`config.mk`:
```
export PLATFORM = sky130hd
export DESIGN_NAME = mdu_hilo
export DESIGN_NICKNAME = d
export VERILOG_FILES = /design/src/rtl/mdu_pkg.sv /design/src/rtl/mdu_iter.sv /design/src/rtl/mdu_hilo.sv
export SDC_FILE = /design/constraint.sdc
export NUM_CORES = 1
export LEC_CHECK = 0
export CAP_MARGIN = 25
export CORE_MARGIN = 2
export CORE_UTILIZATION = 40
export CTS_BUF_LIST = sky130_fd_sc_hd__clkbuf_2 sky130_fd_sc_hd__clkbuf_4 sky130_fd_sc_hd__clkbuf_8
export DETAILED_ROUTE_END_ITERATION = 16
export PLACE_DENSITY = 0.57
export SYNTH_ARGS = -nofsm -noshare
export SYNTH_HDL_FRONTEND = slang
export SYNTH_HIERARCHICAL = 1
export SYNTH_SLANG_ARGS = --single-unit
export TNS_END_PERCENT = 10
```
`constraint.sdc`:
```
create_clock -name clk -period 3.4 [get_ports clk]
set_input_delay 0.51 -clock clk [delete_from_list [all_inputs] [get_ports clk]]
set_output_delay 0.51 -clock clk [all_outputs]
set_load 0.1 [all_outputs]
```
`src/rtl/mdu_pkg.sv`:
```
// Shared constants for the multiply/divide unit: op codes, FSM encoding and
// the default iteration count.
package mdu_pkg;
  localparam int ITERS = 32;

  localparam logic [2:0] OP_MULT  = 3'b000;
  localparam logic [2:0] OP_MULTU = 3'b001;
  localparam logic [2:0] OP_DIV   = 3'b010;
  localparam logic [2:0] OP_DIVU  = 3'b011;
  localparam logic [2:0] OP_MTHI  = 3'b100;
  localparam logic [2:0] OP_MTLO  = 3'b101;

  localparam logic [1:0] IDLE   = 2'd0;
  localparam logic [1:0] RUN    = 2'd1;
  localparam logic [1:0] FINISH = 2'd2;
endpackage

```
`src/rtl/mdu_iter.sv`:
```
// Iterative unsigned datapath: one shift-add (multiply) or restoring
// trial-subtract (divide) step per step cycle over a 2*DATA_W accumulator.
module mdu_iter #(
  parameter int DATA_W = 32,
  parameter int ITERS  = 32
) (
  input  logic                  clk,
  input  logic                  rst,
  input  logic                  load,
  input  logic                  step,
  input  logic                  is_div,
  input  logic [DATA_W-1:0]     opnd_in,
  input  logic [DATA_W-1:0]     init_in,
  output logic [2*DATA_W-1:0]   acc,
  output logic                  last
);
  localparam int CW = $clog2(ITERS);
  localparam logic [CW-1:0] LAST_CNT = CW'(ITERS - 1);

  logic [2*DATA_W-1:0] acc_q, acc_d;
  logic [DATA_W-1:0]   opnd_q, opnd_d;
  logic [CW-1:0]       cnt_q, cnt_d;

  logic [DATA_W:0]     mul_sum;
  logic [2*DATA_W:0]   div_sh;
  logic [DATA_W:0]     div_diff;

  assign last = (cnt_q == LAST_CNT);
  assign acc  = acc_q;

  // acc holds {partial product, multiplier} or {remainder, dividend/quotient}.
  always_comb begin
    acc_d    = acc_q;
    opnd_d   = opnd_q;
    cnt_d    = cnt_q;
    mul_sum  = {1'b0, acc_q[2*DATA_W-1:DATA_W]} + (acc_q[0] ? {1'b0, opnd_q} : '0);
    div_sh   = {acc_q, 1'b0};
    div_diff = div_sh[2*DATA_W:DATA_W] - {1'b0, opnd_q};
    if (load) begin
      acc_d  = {{DATA_W{1'b0}}, init_in};
      opnd_d = opnd_in;
      cnt_d  = '0;
    end else if (step) begin
      if (is_div) begin
        // A borrow means the trial subtract failed: keep the shifted remainder.
        if (div_diff[DATA_W]) acc_d = div_sh[2*DATA_W-1:0];
        else acc_d = {div_diff[DATA_W-1:0], div_sh[DATA_W-1:1], 1'b1};
      end else begin
        acc_d = {mul_sum, acc_q[DATA_W-1:1]};
      end
      cnt_d = last ? '0 : cnt_q + 1'b1;
    end
  end

  always_ff @(posedge clk or posedge rst) begin
    if (rst) begin
      acc_q  <= '0;
      opnd_q <= '0;
      cnt_q  <= '0;
    end else begin
      acc_q  <= acc_d;
      opnd_q <= opnd_d;
      cnt_q  <= cnt_d;
    end
  end
endmodule

```
`src/rtl/mdu_hilo.sv`:
```
// Multi-cycle MULT/MULTU/DIV/DIVU unit with HI/LO registers and MTHI/MTLO.
// Sign handling and the divide-by-zero result are applied around mdu_iter.
module mdu_hilo #(
  parameter int DATA_W = 32,
  parameter int ITERS  = mdu_pkg::ITERS
) (
  input  logic              clk,
  input  logic              rst,
  input  logic              start,
  input  logic [2:0]        op,
  input  logic [DATA_W-1:0] a,
  input  logic [DATA_W-1:0] b,
  output logic [DATA_W-1:0] hi,
  output logic [DATA_W-1:0] lo,
  output logic              busy,
  output logic              done
);
  import mdu_pkg::*;

  logic [1:0]          state_q, state_d;
  logic                is_div_q, is_div_d;
  logic                neg_q, neg_d;
  logic                rem_neg_q, rem_neg_d;
  logic                dz_q, dz_d;
  logic [DATA_W-1:0]   a_raw_q, a_raw_d;
  logic [DATA_W-1:0]   hi_q, hi_d;
  logic [DATA_W-1:0]   lo_q, lo_d;

  logic                load;
  logic                last;
  logic                signed_op;
  logic                a_neg, b_neg;
  logic [DATA_W-1:0]   a_mag, b_mag;
  logic [2*DATA_W-1:0] acc;
  logic [2*DATA_W-1:0] prod;
  logic [DATA_W-1:0]   acc_lo, acc_hi, quo, rem;

  assign signed_op = (op == OP_MULT) || (op == OP_DIV);
  assign a_neg     = signed_op & a[DATA_W-1];
  assign b_neg     = signed_op & b[DATA_W-1];
  assign a_mag     = a_neg ? -a : a;
  assign b_mag     = b_neg ? -b : b;

  assign acc_lo = acc[DATA_W-1:0];
  assign acc_hi = acc[2*DATA_W-1:DATA_W];
  assign prod   = neg_q ? -acc : acc;
  assign quo    = neg_q ? -acc_lo : acc_lo;
  assign rem    = rem_neg_q ? -acc_hi : acc_hi;

  assign busy = (state_q == RUN);
  assign done = (state_q == FINISH);
  assign hi   = hi_q;
  assign lo   = lo_q;

  always_comb begin
    state_d   = state_q;
    is_div_d  = is_div_q;
    neg_d     = neg_q;
    rem_neg_d = rem_neg_q;
    dz_d      = dz_q;
    a_raw_d   = a_raw_q;
    hi_d      = hi_q;
    lo_d      = lo_q;
    load      = 1'b0;
    case (state_q)
      IDLE: begin
        if (start) begin
          case (op)
            OP_MULT, OP_MULTU, OP_DIV, OP_DIVU: begin
              state_d   = RUN;
              load      = 1'b1;
              is_div_d  = op[1];
              neg_d     = a_neg ^ b_neg;
              rem_neg_d = a_neg;
              dz_d      = (b == '0);
              a_raw_d   = a;
            end
            OP_MTHI: hi_d = a;
            OP_MTLO: lo_d = a;
            default: ;
          endcase
        end
      end
      RUN: if (last) state_d = FINISH;
      FINISH: begin
        state_d = IDLE;
        if (!is_div_q) begin
          {hi_d, lo_d} = prod;
        end else if (dz_q) begin
          hi_d = a_raw_q;
          lo_d = '1;
        end else begin
          hi_d = rem;
          lo_d = quo;
        end
      end
      default: state_d = IDLE;
    endcase
  end

  always_ff @(posedge clk or posedge rst) begin
    if (rst) begin
      state_q   <= IDLE;
      is_div_q  <= 1'b0;
      neg_q     <= 1'b0;
      rem_neg_q <= 1'b0;
      dz_q      <= 1'b0;
      a_raw_q   <= '0;
      hi_q      <= '0;
      lo_q      <= '0;
    end else begin
      state_q   <= state_d;
      is_div_q  <= is_div_d;
      neg_q     <= neg_d;
      rem_neg_q <= rem_neg_d;
      dz_q      <= dz_d;
      a_raw_q   <= a_raw_d;
      hi_q      <= hi_d;
      lo_q      <= lo_d;
    end
  end

  // Divisor/multiplicand go to opnd_in, dividend/multiplier seed the accumulator.
  mdu_iter #(.DATA_W(DATA_W), .ITERS(ITERS)) u_iter (
    .clk     (clk),
    .rst     (rst),
    .load    (load),
    .step    (busy),
    .is_div  (is_div_q),
    .opnd_in (op[1] ? b_mag : a_mag),
    .init_in (op[1] ? a_mag : b_mag),
    .acc     (acc),
    .last    (last)
  );
endmodule

```
==> metrics <==
run status=completed; Main synth FF type=sky130_fd_sc_hd__dfrtp_1; antenna violations before repair=4; leakage power=9.25 nW; core outline area=44100 um2; fraction of final layout cells sized beyond drive strength 1=14.4%; CP most frequent cell=sky130_fd_sc_hd__buf_4; Inserted Clock Buffers=42; number of hold-slack violations in the final timing report=0; Critical Setup Path Class=reg2reg; share of async-settable or async-resettable flops after synthesis=100%; dominant combinational cell family by area after synthesis=compound AO/OA/AOI/OAI gates; post-DP HPWL=57900 um; Synth Area in Adders=5.13%; largest incremental delay on the critical path=0.45 ns; total global routing overflow=0; area fraction of the dominant cell type after synthesis=28.4%; Tmin final=3.29 ns; worst rel slew slack=32.2%; Layout Cell Area excl Fill=21800 um2; slew of the pin with the lowest slew margin=1.01 ns; HP Class=in2async; data arrival at the endpoint of the critical path=3.80 ns; share of the yosys chip area belonging to registers=28.4%; Detailed Routing Iterations Pass 1=6; peak supply drop=0.670 mV; startpoint class of the critical path=flip-flop; final total negative setup slack=0 ns; synthesized netlist cell count=2252; number of max-cap violations=0; clock tree buffer depth=3; largest cells by area after synthesis=sky130_fd_sc_hd__dfrtp_1 28%, sky130_fd_sc_hd__nand2_1 7.7%, sky130_fd_sc_hd__mux2i_1 7.5%; endpoint type of the worst setup path=flip-flop; row cnt=77; average footprint of a synthesized cell=7.93 um2; areal power density over the cells=1190 nW/um2; maximum number of pins on one net before global-route repair=103; horizontal die dimension=215 um; number of nets still failing antenna checks after routing=0; worst hold margin=0.390 ns; fraction of synthesized cell area in xor and xnor cells=8.04%; clock root cell=sky130_fd_sc_hd__clkbuf_8; worst reg-to-reg setup slack=0.11 ns; source-to-sink clock delay at the later pin of the worst-skew pair=0.64 ns; Clock Pin Slew Worst Setup and Hold Paths=0.06 ns; net count after synthesis=2394; unrepaired setup endpoints after global routing=no; Largest delay share family, worst path=compound AO/OA/AOI/OAI gates; vias in the first global route=18100; count of final setup violators=0; synthesized-area fraction occupied by and/or/nand/nor cells=21.8%; CTS Hold Bufs=0; DRC=0; reg2reg path depth=13; most common library cell in the layout ignoring fill and taps=sky130_fd_sc_hd__nand2_1; Die Y-Extent=215 um; 1st-iter DRT viols=1925; total track usage=32.1%; startpoint of the lowest-slack register-to-register path=u_iter/acc[0]; number of cells on the critical path=13; RePlAce Congestion=0.989; Top-Level Pins=136; Max Clock Skew=0.0295 ns; maximum achievable frequency=304 MHz; endpoint of the most critical register-to-register path=u_iter/acc[54]; H-tree Lvls=2; Synth Area in Compound Gates=23.1%; top library cells by usage in the layout, fill and taps aside=366 x sky130_fd_sc_hd__nand2_1, 202 x sky130_fd_sc_hd__dfrtp_1, 198 x sky130_fd_sc_hd__o21ai_0; #FFs+latches synth=203; layout overhead on the synthesized area=22.2%; total cell area at the placement stage=20900 um2; clock net sink count=203; Die Footprint=46400 um2; Vias per Instance=6.05; Total Routed Length=75400 um; number of antenna diodes=0; Critical Path End=u_iter/acc[54]; starting density of the core=40.5%; biggest area consumer among synthesized cells=sky130_fd_sc_hd__dfrtp_1; critical path's slowest cell=sky130_fd_sc_hd__dfrtp_1; port bufs=135; Syn. warnings=6; Netlist cell types=98; count of pins over their slew limit=0; start point of the critical path=u_iter/acc[0]; proportion of synthesized area in mux cells=8.33%; Wirelength per Cell=24.3 um; cell area after synthesis=17900 um2; number of vias after detailed routing=18800; period utilisation layout=96.7%; top fanout value on the critical path=16; number of synthesized flops with an enable pin=0; first-pass GRT wire length=114000 um; required time of the critical path=3.91 ns; clock tree from TritonCTS=yes; Critical path buffers and inverters=3; Total Nets Final=2622; cells along the critical path=buf_4 > and2_1 > ha_1 > a21oi_1 > buf_4 > o2111ai_2 > a221oi_4 > o21ai_2 > a221oi_4 > buf_4 > xor2_1 > nor2_1 > a221o_1
cells in the mapped netlist, types with 19 or more instances:
library cell / instances
sky130_fd_sc_hd__nand2_1: 366
sky130_fd_sc_hd__dfrtp_1: 203
sky130_fd_sc_hd__o21ai_0: 201
sky130_fd_sc_hd__mux2i_1: 134
sky130_fd_sc_hd__nor2_1: 133
sky130_fd_sc_hd__a21oi_1: 129
sky130_fd_sc_hd__clkbuf_1: 113
sky130_fd_sc_hd__xnor2_1: 90
sky130_fd_sc_hd__inv_1: 80
sky130_fd_sc_hd__xor2_1: 74
sky130_fd_sc_hd__ha_1: 70
sky130_fd_sc_hd__and2_1: 44
sky130_fd_sc_hd__nor3_1: 40
sky130_fd_sc_hd__a32oi_1: 34
sky130_fd_sc_hd__nand3_1: 34
sky130_fd_sc_hd__a21o_1: 29
sky130_fd_sc_hd__o31ai_1: 29
sky130_fd_sc_hd__a31oi_1: 28
sky130_fd_sc_hd__a22oi_1: 24
sky130_fd_sc_hd__or4_1: 23
sky130_fd_sc_hd__and3_1: 19
worst reg2reg max path: cells and delay by family, from the launching register on:
kind / cells / cell delay, ns
compound gates: 6 / 1.52
buf+inv: 3 / 0.54
flops: 1 / 0.45
fa+ha+maj: 1 / 0.29
simple gates: 2 / 0.22
xor+xnor: 1 / 0.16
worst min path at each step:
stage | endpoint | slack (ns) | cells after the start
after floorplan | a_raw_q[5] | 0.44 | 2
after global placement | a_raw_q[7] | 0.46 | 2
after detailed placement | a_raw_q[24] | 0.46 | 2
after CTS | lo[27] | 0.44 | 3
after global routing | lo[27] | 0.44 | 3
final | lo[27] | 0.39 | 3
state kept, by name, indices dropped and copies added (netlist names):
register / cells
a_raw_q: 32
dz_q: 1
hi: 32
is_div_q: 1
lo: 32
neg_q: 1
rem_neg_q: 1
state_q: 2
u_iter/acc: 64
u_iter/cnt_q: 5
u_iter/opnd_q: 32
where the power goes:
group	internal (W)	switching [W]	total, W	leakage (nW)
logic	0.00663	0.0115	0.0181	6.38
clock network	0.00156	0.00128	0.00284	0.477
registers	0.00364	0.00133	0.00498	2.39
cell type report:
cell class                      instances  area (um2)
Tap cell                              592         741
Timing Repair Buffer                  330        2900
Sequential cell                       203        5080
Clock buffer                           66         833
Fill cell                            4349       22300
Clock inverter                         10        61.3
Inverter                               81         312
Multi-Input combinational cell       1822       11900
kinds of logic (layout without fill, tap and decap cells):
| kind of cell | after synthesis | in the layout |
|---|---|---|
| adder cells (fa/ha/maj) | 72 | 72 |
| buffers and inverters | 227 | 487 |
| XOR/XNOR | 164 | 164 |
| multiplexers | 147 | 147 |
| AND/OR/NAND/NOR | 804 | 804 |
| flip-flops | 203 | 203 |
| AO/OA/AOI/OAI | 635 | 635 |
stage by stage:
step                total power [W]  setup slack, ns  std cells  util, %
floorplan                    0.0171            0.215       2252        -
global placement             0.0224           0.0460       3024     47.3
detailed placement           0.0226          0.00103       3024     47.3
CTS                          0.0255          0.00891       3100     49.3
global route                 0.0276          0.00231       3104     49.5
finish                       0.0259            0.114       3104     49.5
what timing repair did:
item,in CTS,in global routing
setup endpoints to repair,0,31
resized for setup,0,7
setup buffers,0,4
endpoints found under the hold margin,0,0
metal layers:
layer / routed length [um] / global-route usage (%) / vias to the layer above / share of wire (%)
li1: - / - / 8593 / -
met4: 3380 / 13.7 / 0 / 4.5
met2: 32900 / 49.1 / 890 / 44
met1: 32300 / 43.8 / 9145 / 43
met3: 6790 / 6.71 / 153 / 9.0
met5: 0 / 0 / - / 0
(Power assumes the default switching activity.)
